File: config.mk
export PLATFORM = sky130hd
export DESIGN_NAME = hzd_ctl
export DESIGN_NICKNAME = d
export VERILOG_FILES = /design/src/rtl/hzd_pkg.sv /design/src/rtl/hzd_dec.sv /design/src/rtl/hzd_ctl.sv
export SDC_FILE = /design/constraint.sdc
export NUM_CORES = 1
export LEC_CHECK = 0
export ABC_CLOCK_PERIOD_IN_PS = 5920
export CAP_MARGIN = 0
export CORE_MARGIN = 5
export CORE_UTILIZATION = 37
export CTS_CLUSTER_SIZE = 14
export DETAILED_ROUTE_END_ITERATION = 7
export PLACE_DENSITY = 0.88
export SKIP_LAST_GASP = 1
export SLEW_MARGIN = 25
export SYNTH_ARGS = -nofsm -noshare
export SYNTH_HDL_FRONTEND = slang
export SYNTH_SLANG_ARGS = --single-unit
File: constraint.sdc
create_clock -name hzd_clk_H_i -period 5.92 [get_ports hzd_clk_H_i]
set_input_delay 0.888 -clock hzd_clk_H_i [delete_from_list [all_inputs] [get_ports hzd_clk_H_i]]
set_output_delay 0.888 -clock hzd_clk_H_i [all_outputs]
set_load 0.005 [all_outputs]
File: src/rtl/hzd_pkg.sv
// ============================================================================
// Module      : hzd_pkg
// Description : Shared opcode/funct constants, timing encodings, instruction
//               classes and FSM states for the pipeline hazard controller.
// Revision    : 1.0 - initial release
// ============================================================================
`default_nettype none

package hzd_pkg;

    localparam logic [5:0] c_OP_RTYPE = 6'b000000;
    localparam logic [5:0] c_OP_ORI   = 6'b001101;
    localparam logic [5:0] c_OP_LUI   = 6'b001111;
    localparam logic [5:0] c_OP_LW    = 6'b100011;
    localparam logic [5:0] c_OP_SW    = 6'b101011;
    localparam logic [5:0] c_OP_BEQ   = 6'b000100;
    localparam logic [5:0] c_OP_JAL   = 6'b000011;

    localparam logic [5:0] c_FN_ADDU  = 6'b100001;
    localparam logic [5:0] c_FN_SUBU  = 6'b100011;
    localparam logic [5:0] c_FN_JR    = 6'b001000;
    localparam logic [5:0] c_FN_MULT  = 6'b011000;
    localparam logic [5:0] c_FN_MULTU = 6'b011001;
    localparam logic [5:0] c_FN_DIV   = 6'b011010;
    localparam logic [5:0] c_FN_DIVU  = 6'b011011;
    localparam logic [5:0] c_FN_MFHI  = 6'b010000;
    localparam logic [5:0] c_FN_MFLO  = 6'b010010;
    localparam logic [5:0] c_FN_MTHI  = 6'b010001;
    localparam logic [5:0] c_FN_MTLO  = 6'b010011;

    typedef logic [1:0] t_time;
    localparam t_time c_T0 = 2'd0;
    localparam t_time c_T1 = 2'd1;
    localparam t_time c_T2 = 2'd2;

    typedef enum logic [3:0] {
        CL_NONE, CL_ALUR, CL_ALUI, CL_LUI, CL_LW, CL_SW,
        CL_BEQ, CL_JAL, CL_JR, CL_MDS, CL_MF, CL_MT
    } t_cls;

    typedef enum logic [0:0] {ST_IDLE = 1'b0, ST_BUSY = 1'b1} t_state;

    typedef struct packed {
        logic       rs_rd;
        logic       rt_rd;
        t_time      tuse_rs;
        t_time      tuse_rt;
        t_time      tnew_e;
        t_time      tnew_m;
        logic [4:0] rs;
        logic [4:0] rt;
        logic [4:0] dst;
        logic       md_cls;
        logic       md_start;
        logic       is_div;
    } t_dec;

    function automatic t_cls classify(input logic [31:0] ins);
        t_cls cls;
        cls = CL_NONE;
        case (ins[31:26])
            c_OP_RTYPE: begin
                case (ins[5:0])
                    c_FN_ADDU, c_FN_SUBU:                       cls = CL_ALUR;
                    c_FN_JR:                                    cls = CL_JR;
                    c_FN_MULT, c_FN_MULTU, c_FN_DIV, c_FN_DIVU: cls = CL_MDS;
                    c_FN_MFHI, c_FN_MFLO:                       cls = CL_MF;
                    c_FN_MTHI, c_FN_MTLO:                       cls = CL_MT;
                    default:                                    cls = CL_NONE;
                endcase
            end
            c_OP_ORI: cls = CL_ALUI;
            c_OP_LUI: cls = CL_LUI;
            c_OP_LW:  cls = CL_LW;
            c_OP_SW:  cls = CL_SW;
            c_OP_BEQ: cls = CL_BEQ;
            c_OP_JAL: cls = CL_JAL;
            default:  cls = CL_NONE;
        endcase
        return cls;
    endfunction

endpackage

`default_nettype wire

File: src/rtl/hzd_dec.sv
// ============================================================================
// Module      : hzd_dec
// Description : Combinational instruction decoder: source usage, Tuse, Tnew
//               and destination register for one pipeline stage.
// Revision    : 1.0 - initial release
// ============================================================================
`default_nettype none

module hzd_dec
    import hzd_pkg::*;
(
    input  logic [31:0] i_ins,
    output t_dec        o_dec
);

    t_cls w_cls;
    logic w_unused;

    assign w_cls    = classify(i_ins);
    assign w_unused = ^i_ins[10:6];

    always_comb begin
        o_dec    = '0;
        o_dec.rs = i_ins[25:21];
        o_dec.rt = i_ins[20:16];
        case (w_cls)
            CL_ALUR: begin
                o_dec.rs_rd   = 1'b1;
                o_dec.rt_rd   = 1'b1;
                o_dec.tuse_rs = c_T1;
                o_dec.tuse_rt = c_T1;
                o_dec.tnew_e  = c_T1;
                o_dec.dst     = i_ins[15:11];
            end
            CL_ALUI: begin
                o_dec.rs_rd   = 1'b1;
                o_dec.tuse_rs = c_T1;
                o_dec.tnew_e  = c_T1;
                o_dec.dst     = i_ins[20:16];
            end
            CL_LUI: begin
                o_dec.tnew_e  = c_T1;
                o_dec.dst     = i_ins[20:16];
            end
            CL_LW: begin
                o_dec.rs_rd   = 1'b1;
                o_dec.tuse_rs = c_T1;
                o_dec.tnew_e  = c_T2;
                o_dec.tnew_m  = c_T1;
                o_dec.dst     = i_ins[20:16];
            end
            CL_SW: begin
                o_dec.rs_rd   = 1'b1;
                o_dec.rt_rd   = 1'b1;
                o_dec.tuse_rs = c_T1;
                o_dec.tuse_rt = c_T2;
            end
            CL_BEQ: begin
                o_dec.rs_rd   = 1'b1;
                o_dec.rt_rd   = 1'b1;
                o_dec.tuse_rs = c_T0;
                o_dec.tuse_rt = c_T0;
            end
            CL_JAL: begin
                o_dec.tnew_e  = c_T0;
                o_dec.dst     = 5'd31;
            end
            CL_JR: begin
                o_dec.rs_rd   = 1'b1;
                o_dec.tuse_rs = c_T0;
            end
            CL_MDS: begin
                o_dec.rs_rd    = 1'b1;
                o_dec.rt_rd    = 1'b1;
                o_dec.tuse_rs  = c_T1;
                o_dec.tuse_rt  = c_T1;
                o_dec.md_cls   = 1'b1;
                o_dec.md_start = 1'b1;
                o_dec.is_div   = i_ins[1];
            end
            CL_MF: begin
                o_dec.tnew_e  = c_T1;
                o_dec.dst     = i_ins[15:11];
                o_dec.md_cls  = 1'b1;
            end
            CL_MT: begin
                o_dec.rs_rd   = 1'b1;
                o_dec.tuse_rs = c_T1;
                o_dec.md_cls  = 1'b1;
            end
            default: o_dec.dst = 5'd0;
        endcase
    end

endmodule

`default_nettype wire

File: src/rtl/hzd_ctl.sv
// ============================================================================
// Module      : hzd_ctl
// Description : Hazard/stall controller for the five-stage MIPS pipeline.
//               Optional stall-cycle counter enabled by macro HZD_PERF_EN.
// Revision    : 1.0 - initial release
// ============================================================================
`default_nettype none

module hzd_ctl
    import hzd_pkg::*;
#(
    parameter int MUL_LAT = 5,
    parameter int DIV_LAT = 10,
    parameter int CNT_W   = 4
) (
    input  logic        hzd_clk_H_i,
    input  logic        hzd_rstn_H_i,
    input  logic [31:0] hzd_str_D_i,
    input  logic [31:0] hzd_str_E_i,
    input  logic [31:0] hzd_str_M_i,
    output logic        hzd_pcen_F_o,
    output logic        hzd_den_D_o,
    output logic        hzd_clr_E_o,
    output logic        hzd_busy_H_o
`ifdef HZD_PERF_EN
    ,
    output logic [31:0] hzd_scnt_H_o
`endif
);

    localparam int c_MUL_LD_I = (MUL_LAT > 2) ? MUL_LAT - 2 : 0;
    localparam int c_DIV_LD_I = (DIV_LAT > 2) ? DIV_LAT - 2 : 0;
    localparam logic [CNT_W-1:0] c_MUL_LD = c_MUL_LD_I[CNT_W-1:0];
    localparam logic [CNT_W-1:0] c_DIV_LD = c_DIV_LD_I[CNT_W-1:0];

    t_dec             w_dec_d;
    t_dec             w_dec_e;
    t_dec             w_dec_m;
    t_state           r_state;
    logic [CNT_W-1:0] r_cnt;
    logic [CNT_W-1:0] w_ld;
    logic             w_busy;
    logic             w_ldu_stall;
    logic             w_stall;

    hzd_dec u_dec_d (.i_ins(hzd_str_D_i), .o_dec(w_dec_d));
    hzd_dec u_dec_e (.i_ins(hzd_str_E_i), .o_dec(w_dec_e));
    hzd_dec u_dec_m (.i_ins(hzd_str_M_i), .o_dec(w_dec_m));

    function automatic logic src_hit(input logic rd, input logic [4:0] rg, input t_time tuse,
                                     input t_dec e, input t_dec m);
        return rd && (rg != 5'd0) &&
               (((rg == e.dst) && (tuse < e.tnew_e)) || ((rg == m.dst) && (tuse < m.tnew_m)));
    endfunction

    assign w_ldu_stall = src_hit(w_dec_d.rs_rd, w_dec_d.rs, w_dec_d.tuse_rs, w_dec_e, w_dec_m) |
                         src_hit(w_dec_d.rt_rd, w_dec_d.rt, w_dec_d.tuse_rt, w_dec_e, w_dec_m);

    // Busy covers the start cycle itself, so an md op paired with a start stalls.
    assign w_busy  = w_dec_e.md_start | (r_state == ST_BUSY);
    assign w_stall = w_ldu_stall | (w_dec_d.md_cls & w_busy);
    assign w_ld    = w_dec_e.is_div ? c_DIV_LD : c_MUL_LD;

    assign hzd_pcen_F_o = hzd_rstn_H_i & ~w_stall;
    assign hzd_den_D_o  = hzd_rstn_H_i & ~w_stall;
    assign hzd_clr_E_o  = ~hzd_rstn_H_i | w_stall;
    assign hzd_busy_H_o = hzd_rstn_H_i & w_busy;

    always_ff @(posedge hzd_clk_H_i or negedge hzd_rstn_H_i) begin
        if (!hzd_rstn_H_i) begin
            r_state <= ST_IDLE;
            r_cnt   <= '0;
        end else if (w_dec_e.md_start) begin
            r_cnt   <= w_ld;
            r_state <= (w_ld == '0) ? ST_IDLE : ST_BUSY;
        end else if (r_state == ST_BUSY) begin
            if (r_cnt == '0) begin
                r_state <= ST_IDLE;
            end else begin
                r_cnt <= r_cnt - CNT_W'(1);
            end
        end
    end

`ifdef HZD_PERF_EN
    logic [31:0] r_scnt;

    always_ff @(posedge hzd_clk_H_i or negedge hzd_rstn_H_i) begin
        if (!hzd_rstn_H_i) begin
            r_scnt <= '0;
        end else if (w_stall && (r_scnt != 32'hFFFF_FFFF)) begin
            r_scnt <= r_scnt + 32'd1;
        end
    end

    assign hzd_scnt_H_o = r_scnt;
`endif

    logic w_unused;
    assign w_unused = ^{w_dec_d, w_dec_e, w_dec_m};

endmodule

`default_nettype wire
==> impl_metrics.env <==
export IMPL_drt_pass1_iter_count=4
export IMPL_grt_antenna_before_repair=0
export IMPL_synth_ff_latch_count=5
export IMPL_post_layout_nonfiller_instances=288
export IMPL_final_hold_fails=0
export IMPL_synthesis_instances=172
export IMPL_cts_inserted_buffers=3
export IMPL_min_period_over_period_pct=82.0
export IMPL_cp_arrival_ns=3.97
export IMPL_ffs_w_async_s_r_synth_pct=100
export IMPL_pre_cts_ws_ns=1.08
export IMPL_synthFlopType="sky130_fd_sc_hd__dfrtp_1"
export IMPL_skew_ns=0.00156
export IMPL_grt_pass1_vias=1558
export IMPL_wire_per_inst_um=13.4
export IMPL_critPathLaunch="hzd_str_M_i[26]"
export IMPL_detail_route_drc_violations=0
export IMPL_ant_nets=0
export IMPL_synth_area_sq_mm=0.00131
export IMPL_drt_wl_total_um=3850
export IMPL_hold_sp="r_cnt[2]$_DFFE_PN0P_"
export IMPL_cts_repair_resized=0
export IMPL_run_status="finished, final reports clean"
export IMPL_cts_post_setup_buffers_inserted=0
export IMPL_drive_above_1_share_pct=6.61
export IMPL_irDropWorstVdd_mv=0.0343
export IMPL_area_growth_synth_to_final_pct=57.7
export IMPL_rsz0062_at_grt="false"
export IMPL_remaining_overflow_grt=0
export IMPL_die_width_um=69.6
export IMPL_hold_buf_cts=0
export IMPL_setup_violations=0
export IMPL_numPortBuffers=70
export IMPL_cts_clk_slew_worst_paths_ns=0.04
export IMPL_final_fill_count=308
export IMPL_min_period_ns=4.85
export IMPL_synth_top_cells_by_area="sky130_fd_sc_hd__dfrtp_1 9.5%, sky130_fd_sc_hd__xnor2_1 9.3%, sky130_fd_sc_hd__xor2_1 6.0%"
export IMPL_min_delay_path_class="reg2reg"
export IMPL_final_core_utilization_pct=61.1
export IMPL_synthTopCellsByCount="17 x sky130_fd_sc_hd__nor2_1, 14 x sky130_fd_sc_hd__xnor2_1, 10 x sky130_fd_sc_hd__a21oi_1"
export IMPL_whs_path_depth=2
export IMPL_ctsHtreeMaxLevel=1
export IMPL_initialDrtViolationCount=111
export IMPL_grt_first_pass_wirelength_um=6560
export IMPL_hpwl_um=3350
export IMPL_synth_top_area_cell="sky130_fd_sc_hd__dfrtp_1"
export IMPL_clockRootBuffer="sky130_fd_sc_hd__clkbuf_4"
export IMPL_synth_fp_nets=272
export IMPL_floorplan_io_pins=102
export IMPL_cp_required_ns=5.03
export IMPL_worst_slew_pin_slew_ns=0.615
export IMPL_clockBufferDepth=2
export IMPL_globalRouteTotalUtil_pct=15.3
export IMPL_synthesis_yosys_warnings=0
export IMPL_drv_slew=0
export IMPL_multi_input_area_sq_mm=0.00115
export IMPL_post_drt_via_cell_ratio=5.56
export IMPL_worstSetupPathType="in2out"
export IMPL_antenna_diode_count=0
export IMPL_slew_limit_headroom_pct=58.6
export IMPL_crit_reg2reg_launch="r_cnt[0]$_DFFE_PN0P_"
export IMPL_dieHeight_um=69.6
export IMPL_finalWeightedCongestion=0.848
export IMPL_setup_ws_ns=1.07
export IMPL_critPathCaptureType="output port"
export IMPL_clock_sinks=5
export IMPL_initial_utilization_pct=38.8
export IMPL_placed_cells=284
export IMPL_r2r_cells=7
export IMPL_start_kind="input pin"
export IMPL_synthMostInstantiatedCell="sky130_fd_sc_hd__nor2_1"
export IMPL_nNetsFinal=343
export IMPL_insertion_delay_ns=0.23
export IMPL_power_per_cell_area_mw_per_mm2=86.3
export IMPL_std_cell_rows=21
export IMPL_register_cell_area_after_layout_sq_um=125
export IMPL_power_static_leakage_nw=0.734
export IMPL_pin_count_of_the_biggest_net_entering_global_routing=10
export IMPL_synth_cell_types=52
export IMPL_core_sq_mm=0.00339
export IMPL_synth_seq_area_share_pct=9.52
export IMPL_dieArea_sq_mm=0.00484
export IMPL_synth_top_cell_area_share_pct=9.52
export IMPL_max_clock_freq_ghz=0.206
export IMPL_tns_ns=0
export IMPL_tritoncts="yes"
export IMPL_maxCapViolCount=0
export IMPL_vias=1601
export IMPL_critical_path_peak_fanout=5
export IMPL_synth_enable_flop_cells=0
export IMPL_syn_area_per_cell_sq_um=7.64
## area by class of cell
type | count | share of cell area (%)
well taps | 46 | 2.78
flip-flops and latches | 5 | 6.04
multi-input cells | 159 | 55.4
repair buffers | 70 | 33.8
inverters | 4 | 0.725
clock buffers | 4 | 1.27
## cells in the final DEF, fill, tap and decap left out, drive strengths merged, types with 5 or more instances in the layout
cell / synthesis / routed
a21oi: 10 / 10
a221o: 6 / 6
a221oi: 5 / 5
clkdlybuf4s50: 0 / 70
dfrtp: 5 / 5
nand2: 7 / 7
nand2b: 7 / 7
nand4: 5 / 5
nor2: 17 / 17
nor2b: 5 / 5
nor3: 5 / 5
nor3b: 5 / 5
nor4: 5 / 5
o21ai: 6 / 6
or4: 6 / 6
xnor2: 14 / 14
xor2: 9 / 9
## final timing paths
path                                             end  slack (ns)
worst max-delay path                     hzd_clr_E_o        1.07
worst min-delay path            r_cnt[2]$_DFFE_PN0P_        0.54
worst max register to register  r_cnt[1]$_DFFE_PN0P_        4.12
worst min register to register  r_cnt[2]$_DFFE_PN0P_        0.54
max in group asynchronous       r_cnt[2]$_DFFE_PN0P_        4.81
min in group asynchronous       r_cnt[0]$_DFFE_PN0P_        0.90
## power breakdown
group | internal [mW] | switching (mW)
registers | 0.0365 | 0.00167
clock network | 0.0254 | 0.0125
logic | 0.0630 | 0.0398
total | 0.125 | 0.0539
## registers in the layout, indices dropped and copies added, names as in the netlist
register  cells
r_state       1
r_cnt         4
## kinds of logic after synthesis
logic type | count (synthesis) | synth area share [%]
adder cells (fa/ha/maj) | 2 | 1.90
AND/OR/NAND/NOR | 82 | 38.8
XOR/XNOR | 23 | 15.3
buffers and inverters | 8 | 3.14
flip-flops | 5 | 9.52
AO/OA/AOI/OAI | 50 | 29.6
multiplexers | 2 | 1.71
## layer usage
layer / share of wire (%) / GRT usage (%) / vias to the layer above / routed length, um
met3: 4.7 / 1.59 / 0 / 180
met2: 49 / 27.0 / 42 / 1870
met1: 47 / 20.1 / 736 / 1800
met5: 0 / 0 / - / 0
li1: - / - / 823 / -
met4: 0 / 2.60 / 0 / 0
## critical path, cell delays in order
cell	delay, ns
sky130_fd_sc_hd__clkdlybuf4s50_1	0.46
sky130_fd_sc_hd__or4_1	0.55
sky130_fd_sc_hd__a211oi_2	0.38
sky130_fd_sc_hd__a221o_1	0.27
sky130_fd_sc_hd__xnor2_1	0.13
sky130_fd_sc_hd__nand4_1	0.11
sky130_fd_sc_hd__nor4_1	0.38
sky130_fd_sc_hd__a211oi_2	0.14
sky130_fd_sc_hd__o211ai_1	0.11
sky130_fd_sc_hd__clkdlybuf4s50_1	0.54
## per-stage QoR
step                hold WS, ns  cell area [sq um]  power, mW
floorplan                 0.502               1310     0.0787
global placement          0.526               2050      0.139
detailed placement        0.535               2050      0.141
CTS                       0.542               2070      0.181
global route              0.607               2070      0.191
finish                    0.537               2070      0.179
(Power assumes the default switching activity.)
